**config.mk**
```make
export PLATFORM = sky130hd
export DESIGN_NAME = wb_cmd_initiator
export DESIGN_NICKNAME = d
export VERILOG_FILES = /design/src/rtl/wb_cmd_initiator.sv
export SDC_FILE = /design/constraint.sdc
export NUM_CORES = 1
export LEC_CHECK = 0
export CORE_UTILIZATION = 45
export CTS_CLUSTER_SIZE = 8
export DETAILED_ROUTE_END_ITERATION = 8
export PLACE_DENSITY_LB_ADDON = 0.1
export SYNTH_ARGS = -nofsm -noshare
export SYNTH_HDL_FRONTEND = slang
export SYNTH_SLANG_ARGS = --single-unit
export TNS_END_PERCENT = 10
```
**constraint.sdc**
```tcl
create_clock -name wb_clock_i -period 4.6 [get_ports wb_clock_i]
set_clock_uncertainty 0.15 [all_clocks]
set_input_delay 0.46 -clock wb_clock_i [delete_from_list [all_inputs] [get_ports wb_clock_i]]
set_output_delay 0.46 -clock wb_clock_i [all_outputs]
set_load 0.01 [all_outputs]
```
**src/rtl/wb_cmd_initiator.sv**
```systemverilog
// Wishbone B4 pipelined initiator: one valid/ready command becomes one single
// bus transaction. It returns read data, or a timeout error, on a one-cycle
// response pulse. All outputs are registered.
module wb_cmd_initiator #(
    parameter int unsigned TIMEOUT_CYCLES = 15,
    parameter int unsigned WB_ADDR_WIDTH  = 24,
    parameter int unsigned DATA_WIDTH     = 8
) (
    input  logic                     wb_clock_i,
    input  logic                     wb_reset_n_i,
    input  logic                     cmd_valid_i,
    output logic                     cmd_ready_o,
    input  logic [WB_ADDR_WIDTH-1:0] cmd_addr_i,
    input  logic [DATA_WIDTH-1:0]    cmd_data_i,
    input  logic                     cmd_we_i,
    output logic                     resp_valid_o,
    output logic [DATA_WIDTH-1:0]    resp_data_o,
    output logic                     resp_err_o,
    output logic [WB_ADDR_WIDTH-1:0] wb_addr_o,
    output logic [DATA_WIDTH-1:0]    wb_data_o,
    input  logic [DATA_WIDTH-1:0]    wb_data_i,
    output logic                     wb_we_o,
    output logic                     wb_cycle_o,
    output logic                     wb_strobe_o,
    input  logic                     wb_stall_i,
    input  logic                     wb_ack_i
);

    localparam int unsigned TW = $clog2(TIMEOUT_CYCLES + 1);

    localparam logic [1:0] ST_IDLE     = 2'd0;
    localparam logic [1:0] ST_REQUEST  = 2'd1;
    localparam logic [1:0] ST_WAIT_ACK = 2'd2;

    logic [1:0]               r_state;
    logic [TW-1:0]            r_timer;
    logic                     r_cmd_ready;
    logic                     r_resp_valid;
    logic [DATA_WIDTH-1:0]    r_resp_data;
    logic                     r_resp_err;
    logic [WB_ADDR_WIDTH-1:0] r_wb_addr;
    logic [DATA_WIDTH-1:0]    r_wb_data;
    logic                     r_wb_we;
    logic                     r_wb_cycle;
    logic                     r_wb_strobe;

    logic w_accept;
    logic w_timeout;
    logic w_done;
    logic w_abort;

    // Decode command acceptance, ack completion and timeout abort for this edge
    always_comb begin
        w_accept  = (r_state == ST_IDLE) && r_cmd_ready && cmd_valid_i;
        // The timer counts edges since cycle rose; this edge is number r_timer + 1
        w_timeout = (r_timer == TW'(TIMEOUT_CYCLES - 1));
        // An ack in REQUEST counts only on the edge that also accepts the strobe
        w_done    = ((r_state == ST_REQUEST) && !wb_stall_i && wb_ack_i) ||
                    ((r_state == ST_WAIT_ACK) && wb_ack_i);
        // Ack beats timeout when both land on the same edge
        w_abort   = ((r_state == ST_REQUEST) || (r_state == ST_WAIT_ACK)) &&
                    !w_done && w_timeout;
    end

    // Transaction state machine and all registered outputs
    always_ff @(posedge wb_clock_i) begin
        if (!wb_reset_n_i) begin
            r_state      <= ST_IDLE;
            r_timer      <= '0;
            r_cmd_ready  <= 1'b0;
            r_resp_valid <= 1'b0;
            r_resp_data  <= '0;
            r_resp_err   <= 1'b0;
            r_wb_addr    <= '0;
            r_wb_data    <= '0;
            r_wb_we      <= 1'b0;
            r_wb_cycle   <= 1'b0;
            r_wb_strobe  <= 1'b0;
        end else begin
            r_resp_valid <= 1'b0;
            if (r_wb_cycle) begin
                r_timer <= r_timer + 1'b1;
            end

            case (r_state)
                ST_IDLE: begin
                    if (w_accept) begin
                        r_wb_addr   <= cmd_addr_i;
                        r_wb_data   <= cmd_data_i;
                        r_wb_we     <= cmd_we_i;
                        r_wb_cycle  <= 1'b1;
                        r_wb_strobe <= 1'b1;
                        r_cmd_ready <= 1'b0;
                        r_timer     <= '0;
                        r_state     <= ST_REQUEST;
                    end else begin
                        r_cmd_ready <= 1'b1;
                    end
                end
                ST_REQUEST, ST_WAIT_ACK: begin
                    if (w_done) begin
                        r_wb_cycle   <= 1'b0;
                        r_wb_strobe  <= 1'b0;
                        r_resp_valid <= 1'b1;
                        r_resp_err   <= 1'b0;
                        r_cmd_ready  <= 1'b1;
                        if (!r_wb_we) begin
                            r_resp_data <= wb_data_i;
                        end
                        r_state      <= ST_IDLE;
                    end else if (w_abort) begin
                        r_wb_cycle   <= 1'b0;
                        r_wb_strobe  <= 1'b0;
                        r_resp_valid <= 1'b1;
                        r_resp_err   <= 1'b1;
                        r_cmd_ready  <= 1'b1;
                        r_state      <= ST_IDLE;
                    end else if ((r_state == ST_REQUEST) && !wb_stall_i) begin
                        r_wb_strobe <= 1'b0;
                        r_state     <= ST_WAIT_ACK;
                    end
                end
                default: begin
                    r_wb_cycle  <= 1'b0;
                    r_wb_strobe <= 1'b0;
                    r_state     <= ST_IDLE;
                end
            endcase
        end
    end

    assign cmd_ready_o  = r_cmd_ready;
    assign resp_valid_o = r_resp_valid;
    assign resp_data_o  = r_resp_data;
    assign resp_err_o   = r_resp_err;
    assign wb_addr_o    = r_wb_addr;
    assign wb_data_o    = r_wb_data;
    assign wb_we_o      = r_wb_we;
    assign wb_cycle_o   = r_wb_cycle;
    assign wb_strobe_o  = r_wb_strobe;

endmodule

```
==> results.txt, run 1 <==
The clock passes through at most 2 buffers. The initial antenna violation count came to 0. The summed instance area of the synthesized netlist came out at 0.00211 mm². The final period utilization is 42.6%. Detailed routing inserted a total of 1891 vias. The launching point of the worst reg2reg path is r_state[0]. The total routing resource utilization after global routing came out at 19.6%. The maximum level of the CTS H-tree came out at 2. In the final layout, the share of cells above drive strength 1 is 4.52%. The element type at the critical path end is an output port. The final hold violation count came to 0. Per report_power, the combinational group accounts for 34.6% of the total.

The fraction of synthesis flops using an asynchronous set or reset pin is 0%. The total nets after synthesis is 298. The synthesized-area fraction occupied by xor and xnor cells is 1.25%. The critical path starts at wb_cycle_o. After the first detailed-routing iteration, the DRC count stood at 135.

The number of diodes came out at 0. The clock network burns 23.0% of the power. The peak supply drop came out at 356 µV.

The final setup TNS is 0 ns. The die extent in y came out at 70.4 µm. The run finished with clean final reports. Synthesis produced a netlist whose cell count is 245.

STA puts the critical path data required time at 3.99 ns. The worst max-slew margin expressed relative to the limit is 41.1%. The via count of the first global-routing pass came out at 1768. The smallest hold slack came out at 0.305 ns. The worst reg2reg path endpoint is resp_data_o[2]. The net switching share of the total power is 31.5%.

The routability congestion estimate from global placement came out at 0.714. The switching power came out at 424 µW. The HPWL reported at the end of detailed placement is 3060 µm. The critical path goes through clkdlybuf4s50_1. The mean number of vias per cell is 4.92. The compound-gate portion of the synthesized area is 18.9%. The critical path class is reg -> out. The width of the die came out at 70.4 µm.

The final setup violation count is 0. The tree is rooted in a sky130_fd_sc_hd__clkbuf_8. The number of placed instances with taps included came out at 376.

The top-level I/O count is 92. The total wirelength of the detailed-routed design came out at 4580 µm. The area share of the leading cell type in the synthesized netlist came out at 49.4%. In this run the worst hold path is classified as reg -> reg. Yosys attributes the largest share of cell area to sky130_fd_sc_hd__dfxtp_1, sky130_fd_sc_hd__nand2_1, sky130_fd_sc_hd__a21boi_1.

The dominant register cell in the synthesized netlist is sky130_fd_sc_hd__dfxtp_1. TritonCTS built the clock tree. Input and output buffers added on the ports amount to 91. The number of cells upsized or downsized after cts came out at 0. The synthesized netlist devotes 4.15% of its cell area to adder and majority cells. The number of buffers and inverters on the critical path is 1.

The worst setup slack after placement came out at 2.52 ns. The critical path's largest stage delay is 0.59 ns. Once the floorplan was initialized, standard cells occupied 47.8% of the core. The critical path data arrival time came out at 1.35 ns. The number of max-slew violations in the final report is 0. The die area came out at 0.00496 mm². The largest net degree at the start of global routing came out at 61.

The Yosys step of the flow raised 0 warnings. Of the total synthesized cell area, the portion taken by AND, OR, NAND and NOR gates is 20.7%. The final worst slack came out at 2.64 ns. The register-to-register path setup slack came out at 2.71 ns. Clock tree synthesis inserted a total of 5 buffers. The slowest stage of the critical path is the sky130_fd_sc_hd__clkdlybuf4s50_1 cell. The number of post-CTS setup repair buffers is 0.

For the finished layout, the period the worst path requires is 1.96 ns. After synthesis, the share of cell area in mux cells is 1.42%. Fill cells in the final layout number 391. The achievable clock frequency is 511 MHz. The tree built by TritonCTS fans out to 52 sinks. With fillers left out, the area of the finished cells amounts to 0.00313 mm². The post-synthesis sequential area ratio is 49.4%. The layout overhead on the synthesized area came out at 48.7%. The count of different cell masters after synthesis is 29. The count of state elements after synthesis is 52. The clock insertion delay at the later pin of the skew report came out at 0.30 ns.

The final-stage net count is 384. The endpoint of the most critical setup path is wb_cycle_o. The mean routed wirelength per cell came out at 11.9 µm.

Setup repair after global routing left no endpoint under its margin. The number of buffers inserted by hold repair at cts is 0. The placed cell area is 0.00302 mm². The number of placement rows came out at 24. The biggest area contributor in the post-synthesis netlist is sky130_fd_sc_hd__dfxtp_1. After the flow finishes, the layout carries non-filler instances totaling 384. The power density of the placed cells is 430 mW/mm². By area, the combinational part of the netlist is dominated by simple AND/OR/NAND/NOR gates. The worst reg2reg path depth is 5.

Summed over all cells, the static leakage comes to 0.00115 µW. The clock slew seen by the registers of the worst setup and hold paths came out at 0.09 ns. The first-pass GRT wire length is 7830 µm. The remaining antenna violation count came out at 0. The average size of a mapped cell came out at 8.61 µm². The number of violations of the max-capacitance limit is 0. The post-route DRC violation count is 0.

The cell family contributing the most delay on the critical path is buffers and inverters. The slew at the pin closest to its max-slew limit came out at 0.883 ns. In this run, synthesis inferred 0 flip-flops with an integrated enable.

The iteration count of the initial detailed-routing pass is 4. The global route total overflow came out at 0. The type of element launching the critical path is a flop. The critical path depth in cells came out at 1. The largest fanout on the critical path is 7.

The design internal power came out at 923 µW. The area inside the core boundary came out at 0.00441 mm². The part of the power in registers came out at 42.3%.
how the worst min path moves through the flow:
stage | startpoint | endpoint | slack [ns] | cells past startpoint
after floorplan | r_state[1] | r_state[1] | 0.32 | 2
after global placement | wb_addr_o[2] | wb_addr_o[2] | 0.29 | 2
after detailed placement | wb_addr_o[18] | wb_addr_o[18] | 0.29 | 2
after CTS | wb_addr_o[18] | wb_addr_o[18] | 0.31 | 2
after global routing | wb_addr_o[23] | wb_addr_o[23] | 0.33 | 2
final | wb_addr_o[18] | wb_addr_o[18] | 0.30 | 2
synth_stat cells (2+ instances only):
cell type                  instances
sky130_fd_sc_hd__nand2_1          83
sky130_fd_sc_hd__inv_1             5
sky130_fd_sc_hd__buf_2             6
sky130_fd_sc_hd__a21oi_1           5
sky130_fd_sc_hd__a21o_1            2
sky130_fd_sc_hd__nor2_1            6
sky130_fd_sc_hd__dfxtp_1          52
sky130_fd_sc_hd__a21boi_1         30
sky130_fd_sc_hd__mux2i_1           3
sky130_fd_sc_hd__nand3_1           9
sky130_fd_sc_hd__a21boi_0          3
sky130_fd_sc_hd__xor2_1            2
sky130_fd_sc_hd__clkbuf_1          5
sky130_fd_sc_hd__o21ai_0          10
sky130_fd_sc_hd__ha_1              7
sky130_fd_sc_hd__buf_4             3
sky130_fd_sc_hd__nand4_1           2
power by group through the flow:
stage | Combinational, µW | Clock, µW | Sequential, µW
after floorplan | 243 | 0 | 606
after global placement | 469 | 0 | 579
after detailed placement | 473 | 0 | 581
after CTS | 475 | 321 | 571
after global routing | 519 | 339 | 583
final | 466 | 310 | 570
layout make-up:
type | count | area, µm² | share of cell area [%]
Clock buffer | 5 | 68.8 | 2.20
Clock inverter | 3 | 42.5 | 1.36
Inverter | 5 | 18.8 | 0.599
Multi-Input combinational cell | 174 | 977 | 31.2
Sequential cell | 52 | 1040 | 33.2
Tap cell | 52 | 65.1 | 2.08
Timing Repair Buffer | 93 | 921 | 29.4
flip-flops by register name (all words and copies together) (netlist names):
register,cells
cmd_ready_o,1
r_state,2
r_timer,4
resp_data_o,8
resp_err_o,1
resp_valid_o,1
wb_addr_o,24
wb_cycle_o,1
wb_data_o,8
wb_strobe_o,1
wb_we_o,1
cell families (layout without fill, tap and decap cells):
group	after synthesis	in the layout
AO/OA/AOI/OAI	56	56
XOR/XNOR	3	3
adder cells (fa/ha/maj)	7	7
buffers and inverters	19	106
flip-flops	52	52
multiplexers	3	3
AND/OR/NAND/NOR	105	105
per-layer routing:
| layer | wire (µm) | up-vias | part of all wire (%) | track usage, % |
|---|---|---|---|---|
| li1 | - | 975 | - | - |
| met1 | 2080 | 862 | 45 | 23.0 |
| met2 | 2170 | 49 | 47 | 34.9 |
| met3 | 274 | 5 | 6.0 | 4.91 |
| met4 | 56 | 0 | 1.2 | 6.00 |
| met5 | 0 | - | 0 | 0 |
cells in the final DEF, fill, tap and decap left out, types with 5 or more instances in the layout:
cell                              synthesis  layout
sky130_fd_sc_hd__clkbuf_8                 0       5
sky130_fd_sc_hd__a21oi_1                  5       5
sky130_fd_sc_hd__nand3_1                  9       9
sky130_fd_sc_hd__dfxtp_1                 52      52
sky130_fd_sc_hd__clkdlybuf4s50_1          0      90
sky130_fd_sc_hd__a21boi_1                30      30
sky130_fd_sc_hd__ha_1                     7       7
sky130_fd_sc_hd__o21ai_0                 10      10
sky130_fd_sc_hd__nor2_1                   6       6
sky130_fd_sc_hd__nand2_1                 83      83
sky130_fd_sc_hd__inv_1                    5       5
tightest hold or removal path, cell delays in order (launching register included):
cell and delay [ns]:
sky130_fd_sc_hd__dfxtp_1 0.32, sky130_fd_sc_hd__nand2_1 0.05, sky130_fd_sc_hd__a21boi_1 0.05
per-stage QoR:
stage / util (%) / total power, µW
2_1_floorplan: - / 850
3_3_place_gp: 68.5 / 1050
3_5_place_dp: 68.5 / 1050
4_1_cts: 71.0 / 1370
5_1_grt: 71.0 / 1440
6_report: 71.0 / 1350
Power figures use the tool's default switching activity.
==> run 2: changes to the inputs <==
--- a/config.mk
+++ b/config.mk
@@ -5,7 +5,7 @@
 export SDC_FILE = /design/constraint.sdc
 export NUM_CORES = 1
 export LEC_CHECK = 0
-export CORE_UTILIZATION = 45
+export CORE_UTILIZATION = 38
 export CTS_CLUSTER_SIZE = 8
 export DETAILED_ROUTE_END_ITERATION = 8
 export PLACE_DENSITY_LB_ADDON = 0.1
==> constraint.sdc (replaced) <==
create_clock -name wb_clock_i -period 1.8 [get_ports wb_clock_i]
set_clock_uncertainty 0.15 [all_clocks]
set_input_delay 0.18 -clock wb_clock_i [delete_from_list [all_inputs] [get_ports wb_clock_i]]
set_output_delay 0.18 -clock wb_clock_i [all_outputs]
set_load 0.01 [all_outputs]
==> run 2 against run 1 <==
Wire length rose by 2.8%. Highest routed layer unchanged. Utilization fell by 8.7 points. Count of clock-buffer cells in the layout stayed put. Critical endpoint is now r_state[0].
==> results.txt, run 2 (synthesis results as in run 1) <==
The iteration count of the initial detailed-routing pass came out at 3 (-1). The clock network fraction of total power came out at 22.4% (-0.6 points). The final-stage net count came out at 391 (+1.8%). The violation count after the first detailed-route iteration is 44 (-67%).

The width of the die came out at 76.5 µm (+8.6%). The critical path goes through inv_1 -> ha_4 -> and4_1 -> nor2_1 -> a22oi_2 -> mux2i_1. The worst setup path is captured at a flop. The maximum buffer depth of the clock tree came out at 2 (unchanged). The critical path's largest stage delay is 0.37 ns (-0.22 ns). In the layout the commonest cells are sky130_fd_sc_hd__clkdlybuf4s50_1, sky130_fd_sc_hd__nand2_1, sky130_fd_sc_hd__dfxtp_1.

The smallest hold slack was 0.0881 ns (-0.217 ns). The first-pass GRT wire length is 8060 µm (+2.9%). The clock period minus final worst setup slack is 1.67 ns. The worst max-slew margin expressed relative to the limit is 73.5% (+32 points). The number of buffers and inverters on the critical path is 1 (unchanged). The largest fanout on the critical path came to 7 (unchanged).

The post-route DRC violation count came out at 0 (unchanged). The switching power came out at 1140 µW (+170%). The combinational share of power is 37.5% (+2.9 points).

The number of buffers inserted by hold repair at cts is 0 (unchanged). The critical path data arrival time came out at 1.76 ns (+0.41 ns). The HPWL reported at the end of detailed placement is 3320 µm (+8.6%).

The clock slew seen by the registers of the worst setup and hold paths is 0.09 ns (about the same). The run finished with clean final reports. The clock tree from TritonCTS is done. The largest net degree at the start of global routing came out at 34 (-44%).

The slowest stage of the critical path belongs to the cell sky130_fd_sc_hd__dfxtp_2. The initial antenna violation count came out at 0 (unchanged). The flip-flop count of the largest register, all copies and words added came out at 24 (unchanged). The worst hold-check path type is in -> reg. The layout overhead on the synthesized area is 54.7%.

Setup repair after global routing could not meet its margin everywhere. The commonest non-fill, non-tap cell in the layout is sky130_fd_sc_hd__clkdlybuf4s50_1. The initial core utilization came out at 40.3% (-7.5 points). The total routing resource utilization after global routing is 17.1% (-2.5 points). The mean number of vias per cell came out at 4.63 (-6.0%). The global route total overflow was 0 (unchanged).

The clock insertion delay at the later pin of the skew report came out at 0.30 ns (about the same). The final setup TNS came out at 0 ns (unchanged). The mean routed wirelength per cell came out at 11.5 µm (-3.4%). The top-level I/O count came to 92 (unchanged). The total of buffers placed on input and output ports is 91 (unchanged).

The slew at the pin closest to its max-slew limit came out at 0.397 ns (-0.486 ns). The design internal power came out at 2480 µW (+170%). The routability congestion estimate from global placement came out at 0.764 (+7.0%). The critical path class is reg -> reg.

The die extent in y is 76.5 µm (+8.6%). The final hold violation count came out at 0 (unchanged). The number of placement rows was 26 (+8.3%). The placed cell area is 0.00311 mm² (+2.9%).

The remaining antenna violation count is 0 (unchanged). The peak supply drop came out at 699 µV (+96%). The power density of the placed cells came to 1110 mW/mm² (+160%). For this run, the top clock speed supported by timing is 597 MHz. The maximum level of the CTS H-tree came out at 2 (unchanged).

The overall via count from detail_route came out at 1893 (+0.11%). The area inside the core boundary came out at 0.00524 mm² (+19%). The via count of the first global-routing pass came out at 1775 (+0.40%). The number of violations of the max-capacitance limit is 0 (unchanged). The net switching share of the total power was 31.5% (+0.046 points).

The total wirelength of the detailed-routed design is 4710 µm (+2.8%). The leakage power summed over all cells came out at 0.00119 µW (+3.9%). The tree is rooted in a sky130_fd_sc_hd__clkbuf_8. The type of element launching the critical path is a flop. The required time at the worst-slack endpoint came out at 1.88 ns (-2.11 ns). The number of clock sinks came out at 52 (unchanged).

The start point of the worst hold path is wb_reset_n_i. The CTS buffer count came out at 5 (unchanged). Tracing the worst setup path back leads to its startpoint at r_state[1]. The final setup violation count was 0 (unchanged). The final period utilization came out at 93.0%. The share of post-route cells with drive strength above 1 is 7.37% (+2.9 points). The number of max-slew violations in the final report is 0 (unchanged). The part of the power in registers is 40.2% (-2.1 points). The number of diodes came out at 0 (unchanged). Among cell families on the critical path, the largest total delay comes from flip-flops. The design area is 0.00326 mm² (+4.0%). The die area came out at 0.00585 mm² (+18%). The startpoint identified for the worst register-to-register timing path is r_state[1].
## run 2: area by class of cell
cell class,instances,area (µm²)
Tap cell,70,87.6
Clock inverter,3,47.5
Multi-Input combinational cell,174,1010
Sequential cell,52,1040
Timing Repair Buffer,100,986
Inverter,5,18.8
Clock buffer,5,68.8
Fill cell,469,1980
## run 2: metrics by stage
| step | cells | setup WS, ns | util [%] | total power [µW] |
|---|---|---|---|---|
| 2_1_floorplan | 245 | 0.127 | - | 2170 |
| 3_3_place_gp | 401 | -0.0417 | 59.4 | 2770 |
| 3_5_place_dp | 401 | -0.139 | 59.4 | 2790 |
| 4_1_cts | 409 | 0.0138 | 62.1 | 3660 |
| 5_1_grt | 409 | -0.0330 | 62.3 | 3880 |
| 6_report | 409 | 0.125 | 62.3 | 3620 |
## run 2: path summary, 6_finish.rpt
path	end	slack, ns	cells after the start
setup reg to reg	r_state[0]	0.13	6
hold reg to reg	wb_addr_o[13]	0.30	2
hold / removal	resp_valid_o	0.09	3
setup / recovery	r_state[0]	0.13	6
## run 2: timing repair
item,in CTS,in global routing
resized for setup,2,3
endpoints found under the hold margin,0,0
pin swaps,0,2
buffers inserted,0,0
endpoints found under the setup margin,10,14
## run 2: worst reg2reg max path, cell delays in order (launching register included)
cell                      delay, ns
sky130_fd_sc_hd__dfxtp_2       0.37
sky130_fd_sc_hd__inv_1         0.11
sky130_fd_sc_hd__ha_4          0.31
sky130_fd_sc_hd__and4_1        0.21
sky130_fd_sc_hd__nor2_1        0.08
sky130_fd_sc_hd__a22oi_2       0.19
sky130_fd_sc_hd__mux2i_1       0.20
## run 2: power groups by stage
stage               Sequential, µW  Combinational (µW)  Clock [µW]
finish                        1450                1360         811
global route                  1480                1500         897
CTS                           1450                1370         841
detailed placement            1470                1310           0
global placement              1470                1300           0
floorplan                     1550                 622           0
## run 2: routing by layer
layer	vias to the layer above	track usage (%)	routed length, µm
met4	0	6.35	79
met5	-	0	0
met2	52	27.9	2110
met1	843	21.8	2300
li1	992	-	-
met3	6	4.19	225
==> run 3: changes to the inputs <==
--- a/config.mk
+++ b/config.mk
@@ -8,6 +8,7 @@
 export CORE_UTILIZATION = 38
 export CTS_CLUSTER_SIZE = 8
 export DETAILED_ROUTE_END_ITERATION = 8
+export HOLD_SLACK_MARGIN = 0.05
 export PLACE_DENSITY_LB_ADDON = 0.1
 export SYNTH_ARGS = -nofsm -noshare
 export SYNTH_HDL_FRONTEND = slang
==> constraint.sdc (replaced) <==
create_clock -name wb_clock_i -period 1.5 [get_ports wb_clock_i]
set_clock_uncertainty 0.15 [all_clocks]
set_input_delay 0.15 -clock wb_clock_i [delete_from_list [all_inputs] [get_ports wb_clock_i]]
set_output_delay 0.15 -clock wb_clock_i [all_outputs]
set_load 0.01 [all_outputs]
==> run 3 against run 2 <==
The flow now finishes with violations (setup timing). Critical endpoint unchanged. Setup slack lost 0.23 ns. Non-clock buffer count grew 11. First-iteration DRC count grew 82%. Count of clock-buffer cells in the layout is the same.
==> results.txt, run 3 (synthesis results as in run 1) <==
The clock insertion delay at the later pin of the skew report came to 0.30 ns (about the same). The initial core utilization was 40.3% (unchanged). The mean number of vias per cell is 4.64 (+0.31%).

The worst hold-check path type is in -> reg. The flip-flop count of the largest register, all copies and words added is 24 (unchanged). The achievable clock frequency came out at 625 MHz (+4.7%).

The maximum buffer depth of the clock tree came to 2 (unchanged). The routability congestion estimate from global placement is 0.827 (+8.3%). The final setup violation count came out at 11 (+11). Walking the worst path, the cells encountered are inv_4 -> ha_4 -> and4_4 -> nor2_2 -> a22oi_2 -> mux2i_1. The required time at the worst-slack endpoint was 1.57 ns (-0.31 ns). The final-stage net count is 402 (+2.8%). The final period utilization came to 107% (+14 points). The maximum level of the CTS H-tree is 2 (unchanged). The via count of the first global-routing pass came out at 1908 (+7.5%). The final setup TNS is -0.342 ns (-0.342 ns). The area of combinational cells with multiple inputs is 0.00105 mm² (+4.2%). The iteration count of the initial detailed-routing pass came out at 6 (+3). In the layout the commonest cells are sky130_fd_sc_hd__nand2_1, sky130_fd_sc_hd__dfxtp_1, sky130_fd_sc_hd__clkdlybuf4s50_1. The slowest stage of the critical path is the sky130_fd_sc_hd__dfxtp_4 cell. The clock period minus final worst setup slack came to 1.60 ns (-0.0749 ns). The worst hold path begins at cmd_addr_i[17]. The critical path class is reg -> reg. The width of the die came to 76.5 µm (unchanged). The remaining antenna violation count is 0 (unchanged). The peak supply drop came out at 1010 µV (+44%). The total wirelength of the detailed-routed design came out at 5030 µm (+6.7%). The final worst slack is -0.0999 ns (-0.225 ns).

The clock root buffer is sky130_fd_sc_hd__clkbuf_8. The number of standard cells in the final layout excluding fillers came out at 420 (+2.7%). The mean routed wirelength per cell is 12.0 µm (+3.9%). The clock tree from TritonCTS is done. The element type at the critical path end is a flop.

The die extent in y is 76.5 µm (unchanged). The post-route core utilization came out at 66.9% (+4.6 points). The register area is 0.00105 mm² (+0.36%). The smallest hold slack came out at 0.236 ns (+0.148 ns). The HPWL reported at the end of detailed placement came out at 3540 µm (+6.6%). Setup repair after global routing could not meet its margin everywhere. The top-level I/O count was 92 (unchanged). The leakage power summed over all cells is 0.00193 µW (+62%).

The initial antenna violation count came out at 0 (unchanged). The largest net degree at the start of global routing is 34 (unchanged). The worst setup path startpoint is r_state[0].

The number of placed instances with taps included is 409 (+2.0%). The worst max-slew margin expressed relative to the limit came to 81.9% (+8.4 points). The overall via count from detail_route is 1950 (+3.0%). The post-route DRC violation count was 0 (unchanged). The number of clock sinks came out at 52 (unchanged).

The share of post-route cells with drive strength above 1 is 13.7% (+6.3 points). The first-pass GRT wire length came out at 8290 µm (+2.9%). The number of max-slew violations in the final report came out at 0 (unchanged). The final hold violation count is 0 (unchanged).

The slew at the pin closest to its max-slew limit is 0.271 ns (-0.126 ns). The worst register-to-register path begins at r_state[0]. The commonest non-fill, non-tap cell in the layout is sky130_fd_sc_hd__nand2_1. Compared with the post-synthesis result, the final layout area differs by 66.2%. The violation count after the first detailed-route iteration is 80 (+82%).

The total routing resource utilization after global routing is 17.5% (+0.33 points). The critical path data arrival time came out at 1.67 ns (-0.09 ns). The die area came out at 0.00585 mm² (unchanged). The CTS buffer count was 5 (unchanged). The critical path's largest stage delay is 0.39 ns (+0.02 ns). The area inside the core boundary came out at 0.00524 mm² (unchanged). The power density of the placed cells came to 1280 mW/mm² (+16%). The number of placement rows came to 26 (unchanged).

The final reports fail on setup timing. STA classifies the critical path startpoint as a flop. The largest fanout on the critical path was 4 (-3).

The number of diodes is 0 (unchanged). The run finished, with violations left. The number of filler instances in the final layout is 452 (-3.6%). The total of buffers placed on input and output ports is 91 (unchanged). The clock slew seen by the registers of the worst setup and hold paths came out at 0.09 ns (about the same).

The number of violations of the max-capacitance limit is 0 (unchanged). The global route total overflow was 0 (unchanged).
[run 3: worst paths after layout]
check,to,slack (ns),depth (start not counted)
max,r_state[0],-0.1,6
min,wb_addr_o[17],0.24,3
max reg2reg,r_state[0],-0.1,6
min reg2reg,wb_addr_o[0],0.30,2
[run 3: power breakdown]
part	internal (µW)	leakage [µW]	total [µW]	switching [µW]
Sequential	1610	0.000424	1750	134
Clock	494	0.0000541	932	438
Combinational	966	0.00145	1820	853
[run 3: per-layer routing]
layer,track usage [%],wire [µm],vias up
li1,-,-,1014
met1,21.1,2420,879
met2,30.7,2300,55
met3,4.55,278,2
met4,4.04,19,0
met5,0,0,-
[run 3: area by class of cell]
class	instances	share of cell area (%)
clock buffer	5	1.96
clock inverter	3	1.21
inverter	5	0.679
multi-input combinational	174	30.0
sequential	52	29.9
tap	70	2.50
timing repair buffer	111	33.7
[run 3: metrics by stage]
| step | cell area, µm² | power (µW) | worst slack [ns] |
|---|---|---|---|
| 2_1_floorplan | 2150 | 2680 | -0.0104 |
| 3_3_place_gp | 3230 | 3520 | -0.0540 |
| 3_5_place_dp | 3230 | 3540 | -0.102 |
| 4_1_cts | 3380 | 4520 | -0.0946 |
| 5_1_grt | 3500 | 4800 | -0.178 |
| 6_report | 3500 | 4500 | -0.0999 |
[run 3: worst max-delay path: cells and delay by family (launching register included)]
family          cells  cell delay, ns
mux                 1            0.22
fa+ha+maj           1            0.27
buf+inv             1            0.05
flops               1            0.39
compound gates      1            0.18
simple gates        2            0.26
[run 3: what timing repair did]
item	in CTS	in global routing
hold endpoints to repair	2	0
pin swaps	2	3
endpoints found under the setup margin	21	86
hold buffers	1	0
resized for setup	15	53
setup buffers	2	0
gates cloned	0	0
